### src/rtl/axi_wr_arb_pkg.sv
// Shared types and constants for the AXI write-channel arbiter.
package axi_wr_arb_pkg;

    // Transaction phases: arbitrate, address, data burst, write response
    typedef enum logic [1:0] {
        IDLE = 2'd0,
        ADDR = 2'd1,
        DATA = 2'd2,
        RESP = 2'd3
    } arb_state_t;

    localparam logic [1:0] BURST_INCR = 2'b01;
    localparam logic [1:0] RESP_OKAY  = 2'b00;

    // The beat counter is loaded with awlen and counts down; zero marks the last beat
    function automatic logic is_last_beat(input logic [7:0] cnt);
        return (cnt == 8'd0);
    endfunction

endpackage

### src/rtl/axi_wr_arb_pick.sv
// Combinational request-to-grant picker: the first asserted request found
// when scanning upward from ptr (wrapping at NUM_REQ) wins.
// With ptr tied to zero this is plain fixed priority, lowest index first.
module axi_wr_arb_pick #(
    parameter int NUM_REQ = 4,
    parameter int GW      = 2
) (
    input  logic [NUM_REQ-1:0] req,
    input  logic [GW-1:0]      ptr,
    output logic               valid,
    output logic [GW-1:0]      idx
);

    localparam int unsigned N = NUM_REQ;

    // Rotating scan from ptr; the first hit is kept
    always_comb begin
        valid = 1'b0;
        idx   = '0;
        for (int unsigned i = 0; i < N; i++) begin
            int unsigned j;
            logic [GW-1:0] jg;
            j = 32'(ptr) + i;
            if (j >= N) begin
                j = j - N;
            end
            jg = GW'(j);
            if (!valid && req[jg]) begin
                valid = 1'b1;
                idx   = jg;
            end
        end
    end

endmodule

### src/rtl/axi_write_arbiter.sv
// Shares one AXI write channel (AW/W/B) between NUM_REQ requesters, one
// whole transaction per grant. m_wlast is generated from awlen; requester
// wlast is only checked and reported on len_err.
// Build option: define AXI_WR_ARB_RR_EN for round-robin arbitration,
// otherwise fixed priority (lowest index wins).
module axi_write_arbiter
    import axi_wr_arb_pkg::*;
#(
    parameter int NUM_REQ = 4,
    parameter int AW      = 32,
    parameter int DW      = 64,
    parameter int GW      = 2
) (
    input  logic                    clk,
    input  logic                    rst,
    input  logic [NUM_REQ-1:0]      s_awvalid,
    output logic [NUM_REQ-1:0]      s_awready,
    input  logic [NUM_REQ*AW-1:0]   s_awaddr,
    input  logic [NUM_REQ*8-1:0]    s_awlen,
    input  logic [NUM_REQ*3-1:0]    s_awsize,
    input  logic [NUM_REQ*2-1:0]    s_awburst,
    input  logic [NUM_REQ-1:0]      s_wvalid,
    output logic [NUM_REQ-1:0]      s_wready,
    input  logic [NUM_REQ*DW-1:0]   s_wdata,
    input  logic [NUM_REQ*DW/8-1:0] s_wstrb,
    input  logic [NUM_REQ-1:0]      s_wlast,
    output logic [NUM_REQ-1:0]      s_bvalid,
    input  logic [NUM_REQ-1:0]      s_bready,
    output logic [1:0]              s_bresp,
    output logic [AW-1:0]           m_awaddr,
    output logic [7:0]              m_awlen,
    output logic [2:0]              m_awsize,
    output logic [1:0]              m_awburst,
    output logic                    m_awvalid,
    input  logic                    m_awready,
    output logic [DW-1:0]           m_wdata,
    output logic [DW/8-1:0]         m_wstrb,
    output logic                    m_wlast,
    output logic                    m_wvalid,
    input  logic                    m_wready,
    input  logic [1:0]              m_bresp,
    input  logic                    m_bvalid,
    output logic                    m_bready,
    output logic [GW-1:0]           grant_id,
    output logic                    busy,
    output logic                    len_err
);

    localparam int SW = DW / 8;

    arb_state_t    state_q, state_d;
    logic [GW-1:0] grant_q, grant_d;
    logic [7:0]    beat_cnt_q, beat_cnt_d;
    logic          busy_q, busy_d;
    logic          len_err_q, len_err_d;
    logic          pick_valid;
    logic [GW-1:0] pick_idx;
    logic [GW-1:0] pick_ptr;
    logic          aw_hs, w_hs, b_hs;

`ifdef AXI_WR_ARB_RR_EN
    logic [GW-1:0] rr_ptr_q, rr_ptr_d;
    assign pick_ptr = rr_ptr_q;
`else
    assign pick_ptr = '0;
`endif

    axi_wr_arb_pick #(
        .NUM_REQ (NUM_REQ),
        .GW      (GW)
    ) u_pick (
        .req   (s_awvalid),
        .ptr   (pick_ptr),
        .valid (pick_valid),
        .idx   (pick_idx)
    );

    // Owner's payload is always muxed through; only valid/ready are gated by phase
    assign m_awaddr  = s_awaddr [grant_q*AW +: AW];
    assign m_awlen   = s_awlen  [grant_q*8  +: 8];
    assign m_awsize  = s_awsize [grant_q*3  +: 3];
    assign m_awburst = s_awburst[grant_q*2  +: 2];
    assign m_wdata   = s_wdata  [grant_q*DW +: DW];
    assign m_wstrb   = s_wstrb  [grant_q*SW +: SW];
    assign s_bresp   = m_bresp;
    assign grant_id  = grant_q;
    assign busy      = busy_q;
    assign len_err   = len_err_q;

    assign aw_hs = m_awvalid & m_awready;
    assign w_hs  = m_wvalid  & m_wready;
    assign b_hs  = m_bvalid  & m_bready;

    // Handshake routing: only the owner's channel in the active phase is connected
    always_comb begin
        s_awready = '0;
        s_wready  = '0;
        s_bvalid  = '0;
        m_awvalid = 1'b0;
        m_wvalid  = 1'b0;
        m_wlast   = 1'b0;
        m_bready  = 1'b0;
        unique case (state_q)
            ADDR: begin
                m_awvalid          = s_awvalid[grant_q];
                s_awready[grant_q] = m_awready;
            end
            DATA: begin
                m_wvalid          = s_wvalid[grant_q];
                m_wlast           = is_last_beat(beat_cnt_q);
                s_wready[grant_q] = m_wready;
            end
            RESP: begin
                s_bvalid[grant_q] = m_bvalid;
                m_bready          = s_bready[grant_q];
            end
            default: ;
        endcase
    end

    // Next-state logic: arbitration, burst counting and wlast checking
    always_comb begin
        state_d    = state_q;
        grant_d    = grant_q;
        beat_cnt_d = beat_cnt_q;
        len_err_d  = 1'b0;
        unique case (state_q)
            IDLE: begin
                if (pick_valid) begin
                    grant_d = pick_idx;
                    state_d = ADDR;
                end
            end
            ADDR: begin
                if (aw_hs) begin
                    beat_cnt_d = m_awlen;
                    state_d    = DATA;
                end
            end
            DATA: begin
                if (w_hs) begin
                    len_err_d = (s_wlast[grant_q] != m_wlast);
                    if (is_last_beat(beat_cnt_q)) begin
                        state_d = RESP;
                    end else begin
                        beat_cnt_d = beat_cnt_q - 8'd1;
                    end
                end
            end
            RESP: begin
                if (b_hs) begin
                    state_d = IDLE;
                end
            end
            default: state_d = IDLE;
        endcase
        busy_d = (state_d != IDLE);
    end

`ifdef AXI_WR_ARB_RR_EN
    // Round-robin pointer moves past the owner once its response completes
    always_comb begin
        rr_ptr_d = rr_ptr_q;
        if (state_q == RESP && b_hs) begin
            rr_ptr_d = (grant_q == GW'(NUM_REQ - 1)) ? '0 : grant_q + 1'b1;
        end
    end
`endif

    // State and registered outputs; reset abandons any in-flight burst
    always_ff @(posedge clk) begin
        if (rst) begin
            state_q    <= IDLE;
            grant_q    <= '0;
            beat_cnt_q <= '0;
            busy_q     <= 1'b0;
            len_err_q  <= 1'b0;
`ifdef AXI_WR_ARB_RR_EN
            rr_ptr_q   <= '0;
`endif
        end else begin
            state_q    <= state_d;
            grant_q    <= grant_d;
            beat_cnt_q <= beat_cnt_d;
            busy_q     <= busy_d;
            len_err_q  <= len_err_d;
`ifdef AXI_WR_ARB_RR_EN
            rr_ptr_q   <= rr_ptr_d;
`endif
        end
    end

endmodule

### config.mk
export PLATFORM = sky130hd
export DESIGN_NAME = axi_write_arbiter
export DESIGN_NICKNAME = d
export VERILOG_FILES = /design/src/rtl/axi_wr_arb_pkg.sv /design/src/rtl/axi_wr_arb_pick.sv /design/src/rtl/axi_write_arbiter.sv
export SDC_FILE = /design/constraint.sdc
export NUM_CORES = 1
export LEC_CHECK = 0
export CORE_AREA = 8 8 236 238
export DETAILED_ROUTE_END_ITERATION = 12
export DIE_AREA = 0 0 244 246
export GPL_TIMING_DRIVEN = 0
export PLACE_DENSITY = 0.4
export SLEW_MARGIN = 5
export SYNTH_ARGS = -nofsm -noshare
export SYNTH_HDL_FRONTEND = slang
export SYNTH_SLANG_ARGS = --single-unit
### constraint.sdc
create_clock -name clk -period 3.95 [get_ports clk]
set_clock_uncertainty 0.2 [all_clocks]
set_input_delay 0.9875 -clock clk [delete_from_list [all_inputs] [get_ports clk]]
set_output_delay 0.9875 -clock clk [all_outputs]
set_load 0.01 [all_outputs]
# --- After elaboration in Yosys (flattened, before gate mapping) ---
# Index checks and enable logic that the tools add are counted.
word_totals:
  register_bits: 14
  word_cells: 78
op_classes:
  n_addsub: 1
  n_mul: 1
  magnitude_cmp: 2
  n_eq_ne: 7
  shift: 6
  n_mux: 34
  bitwise: 8
  n_reduce_logical: 14
op_table:
  columns: ["operator", "count"]
  rows:
  - ["256-bit by 9-bit indexed part select with 64-bit output", 1]
  - ["128-bit by 8-bit indexed part select with 32-bit output", 1]
  - ["32-bit by 6-bit indexed part select with 8-bit output", 2]
  - ["8-bit two-way mux", 3]
  - ["8-bit case mux with 2 select lines", 1]
  - ["1-bit two-way mux", 14]
  - ["2-bit two-way mux", 7]
  - ["4-bit AND", 3]
  - ["4-bit two-way mux", 3]
  - ["12-bit by 5-bit indexed part select with 3-bit output", 1]
  - ["1-bit binary-select mux with 2-bit select", 4]
  - ["8-bit zero test", 1]
  - ["2-bit case mux with 4 select lines", 1]
  - ["8-bit by 4-bit indexed part select with 2-bit output", 1]
  - ["8-bit by 1-bit subtractor with 8-bit output, second input constant", 1]
  - ["2-bit inequality test, second input constant", 3]
  - ["2-bit == test, second input constant", 2]
  - ["1-bit logical AND", 4]
  - ["2-bit by 2-bit multiplier with 4-bit output, second input constant", 1]
  - ["4-bit AND reduction", 1]
  - ["2-bit nonzero test", 2]
  - ["1-bit AND", 3]
  - ["1-bit zero test", 3]
  - ["2-bit by 3-bit < comparator with 1-bit output, second input constant", 1]
  - ["other kinds (8)", 9]

# --- Logic depth before layout (Yosys ltp) ---
depth:
  ltp_word: 13
  depth_mapped: 7
  depth_no_buf: 6

# --- Cells and area by module ---
# A second synthesis with hierarchy kept.
hier_totals:
  cells_unflattened: 284
  area_unflattened_um2: 3856.2
modules_own_cells:
  columns: ["module", "n_inst", "cells_each", "area_per_inst_um2"]
  rows:
  - ["axi_write_arbiter", 1, 269, 3778.6]
  - ["axi_wr_arb_pick", 1, 15, 77.6]

# --- Worst setup path before layout ---
# Ideal clock, no wire load.
synth_path:
  path_kind: "reg2out"
  from: "register grant_q[0] (netlist: grant_id[0])"
  to: "output port m_awburst[1]"
  arrival_time_ps: 1770
  required_time_ps: 2763
  slack_ps: 993
  stages_incl_launch_ff: 6
  n_path_buf: 4
  cell_sequence: "dfxtp_1 -> buf_4 -> buf_4 -> buf_6 -> buf_4 -> mux4_2"
synth_between:
  elab_chain_cells: 1
synth_rtl:
  columns: ["element", "line_no", "rtl"]
  rows:
  - ["start: declaration", "axi_write_arbiter.sv:52", "logic [GW-1:0] grant_q, grant_d;"]
  - ["start signal: assignment", "axi_write_arbiter.sv:183", "grant_q <= grant_d;"]
  - ["8-bit by 4-bit indexed part select with 2-bit output", "axi_write_arbiter.sv:82", "assign m_awburst = s_awburst[grant_q*2 +: 2];"]
  - ["end: declaration", "axi_write_arbiter.sv:33", "output logic [1:0] m_awburst,"]
# Every way passes these cells.

# --- Final worst setup path ---
layout_path:
  from: "input port s_awvalid[1]"
  to: "output port m_awvalid"
layout_between:
  elab_chain_cells: 3
layout_rtl:
  columns: ["element", "line_no", "rtl"]
  rows:
  - ["start: declaration", "axi_write_arbiter.sv:16", "input logic [NUM_REQ-1:0] s_awvalid,"]
  - ["1-bit binary-select mux with 2-bit select", "axi_write_arbiter.sv:105", "m_awvalid = s_awvalid[grant_q];"]
  - ["1-bit two-way mux (not written as such)", "axi_write_arbiter.sv:105", null]
  - ["1-bit two-way mux", "axi_write_arbiter.sv:103", "unique case (state_q)"]
  - ["end: declaration", "axi_write_arbiter.sv:34", "output logic m_awvalid,"]
# Every way passes these cells. The select of a mux whose other input is x is not followed.

==> out/qor.yml <==
slew-limit-headroom: 0.387
yosysWarningCount: 0
ios: 630
grt_pass1_vias: 6683
start_util: 0.0754
synth_seq_cells: 14
nets: 1407
dr.first_iter.drc_count: 208
via_per_inst: 3.65
final-setup-viol-count: 0
cp.required_ns: 2.76
drcViolationCount: 0
design_area_mm2: 0.0112
drive_gt1_frac: 0.184
synth.net_count: 776
die-area_mm2: 0.0600
tritoncts.num_buffers: 3
placed_area_mm2: 0.0111
die_x_um: 244
hold_path_class: "reg -> reg"
seq_area_frac_synth: 0.0714
htree_num_levels: 1
fp.coreArea_mm2: 0.0520
crit_fanout: 4
power_density_mw_per_mm2: 201
critPathArrivalTime_ns: 2.69
grt_start_max_net_pins: 11
dp_hpwl_um: 36900
cp-start-kind: "primary input"
clkTransAtPathRegs_ns: 0.05
dr.pass1.iters: 4
leakagePower_nw: 3.71
cts_tree: "yes"
die_height_um: 246
ys_top_cells_by_area: "mux4_2 69%, dfxtp_1 7.1%, buf_2 1.7%"
finalHoldViolCount: 0
overflow: 0
antenna_found_initial: 13
synth-main-ff-cell: "dfxtp_1"
area_delta_synth_final_pct: 186
cts_root_buf: "clkbuf_16"
outcome: "finished, final reports clean"
cts_buffer_depth: 2
timing.final.ws_setup_ns: 0.0748
crit_type: "in -> out"
netlist_area_mm2: 0.00392
insertion_delay_ns: 0.25
syn_inst: 284
drt_wl_total_um: 40500
rsz0062_at_grt: "no"
end_kind: "primary output"
async_flop_share: 0
synth_cell_types: 47
vias: 5859
hold_ws_ns: 0.295
yosys.area.top_type_share: 0.695
grt_pass1_wl_um: 53900
clock_sinks: 14
synth_enable_flop_cells: 0
synth.most_common_cell: "mux4_2"
worst_pin_slew_ns: 0.911
rows: 84
gp_congestion: 0.867
cap_viol_max_count: 0
synth_top_area_cell: "mux4_2"
grt_use_total: 0.126
ys_top_cells_by_count: "121 x mux4_2, 17 x nor2_1, 14 x dfxtp_1"
finalCriticalPeriod_ns: 3.88
portBuffers: 626
max_freq_ghz: 0.258
pre_cts_ws_ns: -0.748
cts_hold_buf: 0
ir_worst_vdd_uv: 75.6
post-route-period-util: 0.981
final_max_slew_viol_count: 0
wire_per_inst_um: 25.2
syn_area_per_cell_um2: 13.8
ant_nets: 0
[cell type report]
class                           instances  area [µm²]
Antenna cell                            4        10.0
Sequential cell                        14         282
Clock buffer                            4        88.8
Timing Repair Buffer                  626        6260
Buffer                                 39         284
Fill cell                            5626       40800
Tap cell                              688         861
Inverter                                5        18.8
Multi-Input combinational cell        226        3420
[logic make-up (layout without fill, tap and decap cells)]
| group | Yosys count | after routing | share of synthesized area |
|---|---|---|---|
| flops | 14 | 14 | 0.0714 |
| simple gates | 64 | 64 | 0.0864 |
| other cells | 0 | 4 | 0 |
| fa+ha+maj | 1 | 1 | 0.00319 |
| xor+xnor | 1 | 1 | 0.00223 |
| compound gates | 35 | 35 | 0.0753 |
| mux | 125 | 125 | 0.706 |
| buf+inv | 44 | 674 | 0.0558 |
[through the flow]
stage / power (mW) / cells / TNS [ns] / util
3_5_place_dp: 2.05 / 1598 / -10.76 / 0.212
5_1_grt: 2.39 / 1602 / 0 / 0.216
3_3_place_gp: 2.06 / 1598 / -12.48 / 0.212
4_1_cts: 2.30 / 1602 / -0.00757 / 0.215
6_report: 2.26 / 1606 / 0 / 0.216
2_1_floorplan: 0.889 / 284 / 0 / -
[routing by layer]
layer  GRT usage  part of all wire  vias up
met5           0            0.0022        -
met4      0.0158             0.011       14
met3      0.0584              0.11       35
met2       0.221              0.51      346
met1       0.141              0.37     2905
li1            -                 -     2559
[repair_timing]
item,4_1_cts,5_1_grt
pin swaps,0,0
buffers inserted,0,0
endpoints found under the setup margin,113,42
resized for setup,38,10
[where the power goes]
part / switching (mW) / leakage, nW / internal [mW]
Sequential: 0.0135 / 0.115 / 0.152
Combinational: 0.700 / 3.55 / 1.17
Clock: 0.0682 / 0.0442 / 0.154
Total: 0.782 / 3.71 / 1.48
[worst max-delay path: stages]
cell             delay, ns
clkdlybuf4s50_1       0.47
mux4_2                0.53
and3b_1               0.20
clkdlybuf4s50_1       0.50
[placed cells by master, fill, tap and decap left out, types with 5 or more instances in the layout]
| cell | Yosys | layout |
|---|---|---|
| a211oi_1 | 5 | 5 |
| a21oi_1 | 7 | 7 |
| buf_2 | 13 | 12 |
| buf_4 | 8 | 6 |
| buf_6 | 1 | 5 |
| clkbuf_1 | 9 | 6 |
| clkdlybuf4s50_1 | 0 | 619 |
| dfxtp_1 | 14 | 13 |
| dlygate4sd2_1 | 0 | 5 |
| inv_1 | 5 | 5 |
| mux4_2 | 121 | 121 |
| nand2_1 | 12 | 12 |
| nand2b_1 | 5 | 5 |
| nor2_1 | 17 | 17 |
| nor3_1 | 7 | 7 |
| o32ai_1 | 6 | 6 |
[worst paths after layout]
kind / depth (start not counted) / from / slack (ns) / to
max: 4 / s_awvalid[1] / 0.07 / m_awvalid
min: 2 / beat_cnt_q[6]$_SDFFE_PP0P_ / 0.30 / beat_cnt_q[6]$_SDFFE_PP0P_
max reg2reg: 7 / beat_cnt_q[0]$_SDFFE_PP0P_ / 1.62 / beat_cnt_q[0]$_SDFFE_PP0P_
min reg2reg: 2 / beat_cnt_q[6]$_SDFFE_PP0P_ / 0.30 / beat_cnt_q[6]$_SDFFE_PP0P_
[flip-flops by register name (all words and copies together) (netlist names)]
name	count
len_err	1
busy	1
state_q	2
beat_cnt_q	8
grant_id	2
(Power assumes the default switching activity.)
